### src/rtl/axi_lite_master_pkg.sv
// Shared constants and FSM state type for the AXI-Lite request bridge.
package axi_lite_master_pkg;

    localparam int unsigned CPU_WIDTH = 32;

    localparam logic [1:0] AXI_RESP_OKAY   = 2'b00;
    localparam logic [1:0] AXI_RESP_SLVERR = 2'b10;
    localparam logic [1:0] AXI_RESP_DECERR = 2'b11;

    typedef enum logic [2:0] {
        ST_IDLE = 3'd0,
        ST_RD_A = 3'd1,
        ST_RD_D = 3'd2,
        ST_WR_A = 3'd3,
        ST_WR_B = 3'd4,
        ST_RSP  = 3'd5
    } state_t;

endpackage

### src/rtl/axi_lite_master_stdreg.sv
// Enabled register with asynchronous active-low reset to a fixed value.
module axi_lite_master_stdreg #(
    parameter int unsigned W       = 1,
    parameter logic [W-1:0] RST_VAL = '0
) (
    input  logic         i_clk,
    input  logic         i_rst_n,
    input  logic         i_en,
    input  logic [W-1:0] i_d,
    output logic [W-1:0] o_q
);

    always_ff @(posedge i_clk or negedge i_rst_n) begin
        if (!i_rst_n) begin
            o_q <= RST_VAL;
        end else if (i_en) begin
            o_q <= i_d;
        end
    end

endmodule

### src/rtl/axi_lite_master.sv
// Single-outstanding core request port to AXI-Lite initiator (AR/R or AW+W/B per request).
module axi_lite_master
    import axi_lite_master_pkg::*;
#(
    parameter int unsigned DATA_W = CPU_WIDTH,
    parameter int unsigned STRB_W = DATA_W / 8
) (
    input  logic              i_clk,
    input  logic              i_rst_n,
    input  logic              i_req_valid,
    output logic              o_req_ready,
    input  logic              i_req_wen,
    input  logic [DATA_W-1:0] i_req_addr,
    input  logic [DATA_W-1:0] i_req_wdata,
    input  logic [STRB_W-1:0] i_req_wstrb,
    output logic              o_rsp_valid,
    input  logic              i_rsp_ready,
    output logic [DATA_W-1:0] o_rsp_rdata,
    output logic              o_rsp_err,
    output logic [DATA_W-1:0] awaddr,
    output logic              awvalid,
    input  logic              awready,
    output logic [DATA_W-1:0] wdata,
    output logic [STRB_W-1:0] wstrb,
    output logic              wvalid,
    input  logic              wready,
    input  logic [1:0]        bresp,
    input  logic              bvalid,
    output logic              bready,
    output logic [DATA_W-1:0] araddr,
    output logic              arvalid,
    input  logic              arready,
    input  logic [DATA_W-1:0] rdata,
    input  logic [1:0]        rresp,
    input  logic              rvalid,
    output logic              rready
);

    state_t              state_q, state_d;
    logic [2:0]          state_raw_q;
    logic                pay_en;
    logic [DATA_W-1:0]   addr_q, wdata_q, rdata_q, rdata_d;
    logic [STRB_W-1:0]   wstrb_q;
    logic                err_q, err_d;
    logic                aw_done_q, aw_done_d, w_done_q, w_done_d;

    axi_lite_master_stdreg #(.W(3), .RST_VAL(3'(ST_IDLE))) u_state (
        .i_clk(i_clk), .i_rst_n(i_rst_n), .i_en(1'b1), .i_d(state_d), .o_q(state_raw_q)
    );
    assign state_q = state_t'(state_raw_q);

    axi_lite_master_stdreg #(.W(DATA_W)) u_addr (
        .i_clk(i_clk), .i_rst_n(i_rst_n), .i_en(pay_en), .i_d(i_req_addr), .o_q(addr_q)
    );
    axi_lite_master_stdreg #(.W(DATA_W)) u_wdata (
        .i_clk(i_clk), .i_rst_n(i_rst_n), .i_en(pay_en), .i_d(i_req_wdata), .o_q(wdata_q)
    );
    axi_lite_master_stdreg #(.W(STRB_W)) u_wstrb (
        .i_clk(i_clk), .i_rst_n(i_rst_n), .i_en(pay_en), .i_d(i_req_wstrb), .o_q(wstrb_q)
    );
    axi_lite_master_stdreg #(.W(DATA_W + 1)) u_rsp (
        .i_clk(i_clk), .i_rst_n(i_rst_n), .i_en(1'b1),
        .i_d({rdata_d, err_d}), .o_q({rdata_q, err_q})
    );
    axi_lite_master_stdreg #(.W(2)) u_done (
        .i_clk(i_clk), .i_rst_n(i_rst_n), .i_en(1'b1),
        .i_d({aw_done_d, w_done_d}), .o_q({aw_done_q, w_done_q})
    );

    always_comb begin
        state_d   = state_q;
        pay_en    = 1'b0;
        rdata_d   = rdata_q;
        err_d     = err_q;
        aw_done_d = aw_done_q;
        w_done_d  = w_done_q;
        unique case (state_q)
            ST_IDLE: begin
                if (i_req_valid) begin
                    pay_en  = 1'b1;
                    state_d = i_req_wen ? ST_WR_A : ST_RD_A;
                end
            end
            ST_RD_A: if (arready) state_d = ST_RD_D;
            ST_RD_D: begin
                if (rvalid) begin
                    rdata_d = rdata;
                    err_d   = (rresp != AXI_RESP_OKAY);
                    state_d = ST_RSP;
                end
            end
            ST_WR_A: begin
                // A channel whose flag is already set has VALID low, so OR-ing READY is a no-op there.
                aw_done_d = aw_done_q | awready;
                w_done_d  = w_done_q | wready;
                if (aw_done_d && w_done_d) begin
                    aw_done_d = 1'b0;
                    w_done_d  = 1'b0;
                    state_d   = ST_WR_B;
                end
            end
            ST_WR_B: begin
                if (bvalid) begin
                    rdata_d = '0;
                    err_d   = (bresp != AXI_RESP_OKAY);
                    state_d = ST_RSP;
                end
            end
            ST_RSP:  if (i_rsp_ready) state_d = ST_IDLE;
            default: state_d = ST_IDLE;
        endcase
    end

    always_comb begin
        o_req_ready = (state_q == ST_IDLE);
        arvalid     = (state_q == ST_RD_A);
        rready      = (state_q == ST_RD_D);
        awvalid     = (state_q == ST_WR_A) && !aw_done_q;
        wvalid      = (state_q == ST_WR_A) && !w_done_q;
        bready      = (state_q == ST_WR_B);
        o_rsp_valid = (state_q == ST_RSP);
    end

    assign araddr      = addr_q;
    assign awaddr      = addr_q;
    assign wdata       = wdata_q;
    assign wstrb       = wstrb_q;
    assign o_rsp_rdata = rdata_q;
    assign o_rsp_err   = err_q;

endmodule

### config.mk
export PLATFORM = sky130hd
export DESIGN_NAME = axi_lite_master
export DESIGN_NICKNAME = d
export VERILOG_FILES = /design/src/rtl/axi_lite_master_pkg.sv /design/src/rtl/axi_lite_master_stdreg.sv /design/src/rtl/axi_lite_master.sv
export SDC_FILE = /design/constraint.sdc
export NUM_CORES = 1
export LEC_CHECK = 0
export CAP_MARGIN = 25
export CORE_UTILIZATION = 34
export DETAILED_ROUTE_END_ITERATION = 16
export PLACE_DENSITY = 0.77
export RECOVER_POWER = 50
export SKIP_CTS_REPAIR_TIMING = 1
export SLEW_MARGIN = 20
export SYNTH_ARGS = -nofsm -noshare
export SYNTH_HDL_FRONTEND = slang
export SYNTH_SLANG_ARGS = --single-unit
### constraint.sdc
create_clock -name i_clk -period 1.6 [get_ports i_clk]
set_input_delay 0.32 -clock i_clk [delete_from_list [all_inputs] [get_ports i_clk]]
set_output_delay 0.32 -clock i_clk [all_outputs]
set_load 0.05 [all_outputs]
==> results <==
- The final worst-path cycle share is 1.10.
- The synthesized design contains 106 register bits.
- In the synthesized netlist the dominant register cell turns out to be dfrtp_1.
- The count of pins on the block boundary is 254.
- The final HPWL from detailed placement is 8.41 mm.
- The sum of negative setup slack is -5.65 ns.
- Along the worst path, the maximum fanout reaches 7.
- The kind of start point of the critical path is a flop.
- The number of buffers created by CTS is 9.
- STA classifies the critical path endpoint as an output pin.
- The setup-violating endpoint count in the final report is 93.
- The final hold violation count came to 0.
- CTS saw 106 sinks.
- The number of diodes added for antenna fixing is 0.
- The core area is 0.0122 mm^2.
- The data required time at the worst endpoint is 1.28 ns.
- Yosys mapped a number of flops with a built-in enable equal to 0.
- After detailed routing, the number of remaining DRC violations is 0.
- The number of max-cap violations is 0.
- The minimum setup slack in the final design is -0.164 ns.
- For this block, the routed nets add up to 11.4 mm of wire.
- Of the post-synthesis cell area, the dominant cell type holds 0.617.
- Clock skew on the completed layout was measured at 0.00485 ns.
- The part of the Yosys area used for sequential elements is 0.617.
- The worst pin sits at a relative slew slack of 0.493.
- The smallest clock period supported by the final layout is computed as 1.76 ns.
- The clock passes through at most 2 buffers.
- The maximum number of pins on one net before global-route repair is 55.
- The path class of the lowest-slack min-delay path is reg2reg.
- Yosys instantiated no cell more often than dfrtp_1.
- The initial utilization of the core area, before any placement, comes to 0.354.
- The arrival time at the worst endpoint is 1.44 ns.
- The iteration-0 DRC count of the detailed router is 81.
- Averaged over all synthesized cells, the footprint is 14.6 um^2.
- The H-tree depth is 3.
- TritonCTS built the clock tree.
- The routed length per placed instance is 15.9 um.
- The via count of the first global-routing pass is 3325.
- Input and output buffers added on the ports amount to 253.
- Setup repair after global routing could not meet its margin everywhere.
- Compared with the post-synthesis result, the final layout area differs by 70.1%.
- The number of cell rows is 40.
- The cell count after synthesis came out at 295.
- The synthesized netlist contains 27 unique library cells.
- The worst-skew pair later-pin latency is 0.34 ns.
- The slew at the pin closest to its max-slew limit is 0.761 ns.
- Routability-driven placement finished with a final weighted congestion of 0.771.
- The fraction of layout instances using a drive strength above 1 is 0.454.
- After synthesis, the most frequently instantiated cells are dfrtp_1 (106), mux2_2 (49), buf_4 (33), a22o_1 (32), mux2_1 (21).
- Using the TritonRoute via totals, the vias-per-cell ratio works out to 4.63.
- The number of cells on the worst reg-to-reg path is 5.
- The final reports fail on setup timing.
- Counting every net in the synthesized netlist gives 409.
- The die is 114 um wide.
- Of all flip-flops after synthesis, the portion carrying an async set or reset was 1.00.
- The global-route wire length before repair is 16.6 mm.
- The floorplan step set the die height to 114 um.
- The overall overflow remaining after global route is 0.
- The final-stage net count is 659.
- The flow ran to the end, but the final reports show violations.
- The number of antenna violations at the first check in global routing came to 0.
- In this run the clock root is driven by a clkbuf_16.
- Yosys printed 0 warnings.
- The post-synthesis instance area is 0.00430 mm^2.
- Before CTS, the worst setup slack after placement is -0.325 ns.
- The die covers 0.0131 mm^2.
- The first detailed-routing pass ran for 4 iterations.
- The remaining antenna violation count after routing is 0.
- The max-slew violation total from the final report is 0.
- Along the worst hold path, the cell count comes to 1.
- Summed over all instances, the cell type with the most area after synthesis is dfrtp_1.
- Clock-pin slew was measured on the worst setup and hold paths at 0.06 ns.
- For this run, the share of the core covered by cells in the final layout is 0.602.
- Detailed routing inserted a total of 3319 vias.
- After synthesis, the cell types taking the most area are dfrtp_1 (62%), mux2_2 (13%), a22o_1 (6.5%).
- The worst setup path is of the reg2out kind.
- Based on the critical path, the design can be clocked at up to 0.567 GHz.
- The overall routing resource usage is 0.169.
[final cells by class]
cell class	instances	area, um^2
clock buffers	12	236
repair buffers	287	2780
flip-flops and latches	106	2660
fillers	973	4850
well taps	168	210
clock inverters	3	65.1
inverters	1	3.75
multi-input cells	140	1360
[logic make-up after synthesis]
group                  after synthesis  share of synthesized area
buffers and inverters               49                     0.0794
AND/OR/NAND/NOR                     27                     0.0393
multiplexers                        70                      0.183
flip-flops                         106                      0.617
AO/OA/AOI/OAI                       43                     0.0814
[worst max-delay path, stage by stage (launching register included)]
cell     delay, ns
dfrtp_2       0.46
buf_6         0.14
nor3b_4       0.22
buf_4         0.15
buf_12        0.12
[through the flow]
stage                     hold WS (ns)  std cells  area, um^2
final                            0.490        717        7320
after global routing             0.498        717        7320
after CTS                       -0.176        702        7170
after detailed placement         0.199        687        6870
after global placement           0.194        687        6870
after floorplan                 0.0244        295        4350
[registers in the layout, summed over array words and instances, names as in the netlist]
signal,cells
u_rsp.o_q,33
u_addr.o_q,32
u_wdata.o_q,32
u_wstrb.o_q,4
u_state.o_q,3
u_done.o_q,2
[layer usage]
metal  GRT usage  routed length (um)  part of all wire  vias to the layer above
li1            -                   -                 -                     1520
met1       0.191                4200              0.37                     1600
met2       0.286                5930              0.52                      175
met3      0.0551                 947             0.083                       24
met4      0.0857                 309             0.027                        0
met5           0                   0                 0                        -
[placed cells by master (no fill, tap or decap), types with 3 or more instances in the layout]
cell type and instances:
buf_4 124, clkdlybuf4s50_1 112, dfrtp_1 103, mux2_2 49
a22o_1 32, buf_12 24, mux2_1 21, clkbuf_2 15
clkbuf_16 12, nor2_1 7, buf_6 5, a21oi_1 4
clkbuf_1 4, nor3_4 3, o21ai_0 3, dfrtp_2 3
[final timing paths]
path                                       from              end  slack [ns]
worst min-delay path            u_wdata.o_q[28]  u_wdata.o_q[28]        0.49
worst min register to register  u_wdata.o_q[28]  u_wdata.o_q[28]        0.49
min in group asynchronous               i_rst_n  u_wdata.o_q[17]        0.58
max in group asynchronous               i_rst_n   u_state.o_q[2]        0.16
worst max register to register   u_state.o_q[1]   u_addr.o_q[20]       -0.11
worst max-delay path             u_state.o_q[1]           bready       -0.16
Power is not shown: default switching activity piles up to over one toggle a cycle in this logic, so the estimate is an artifact.
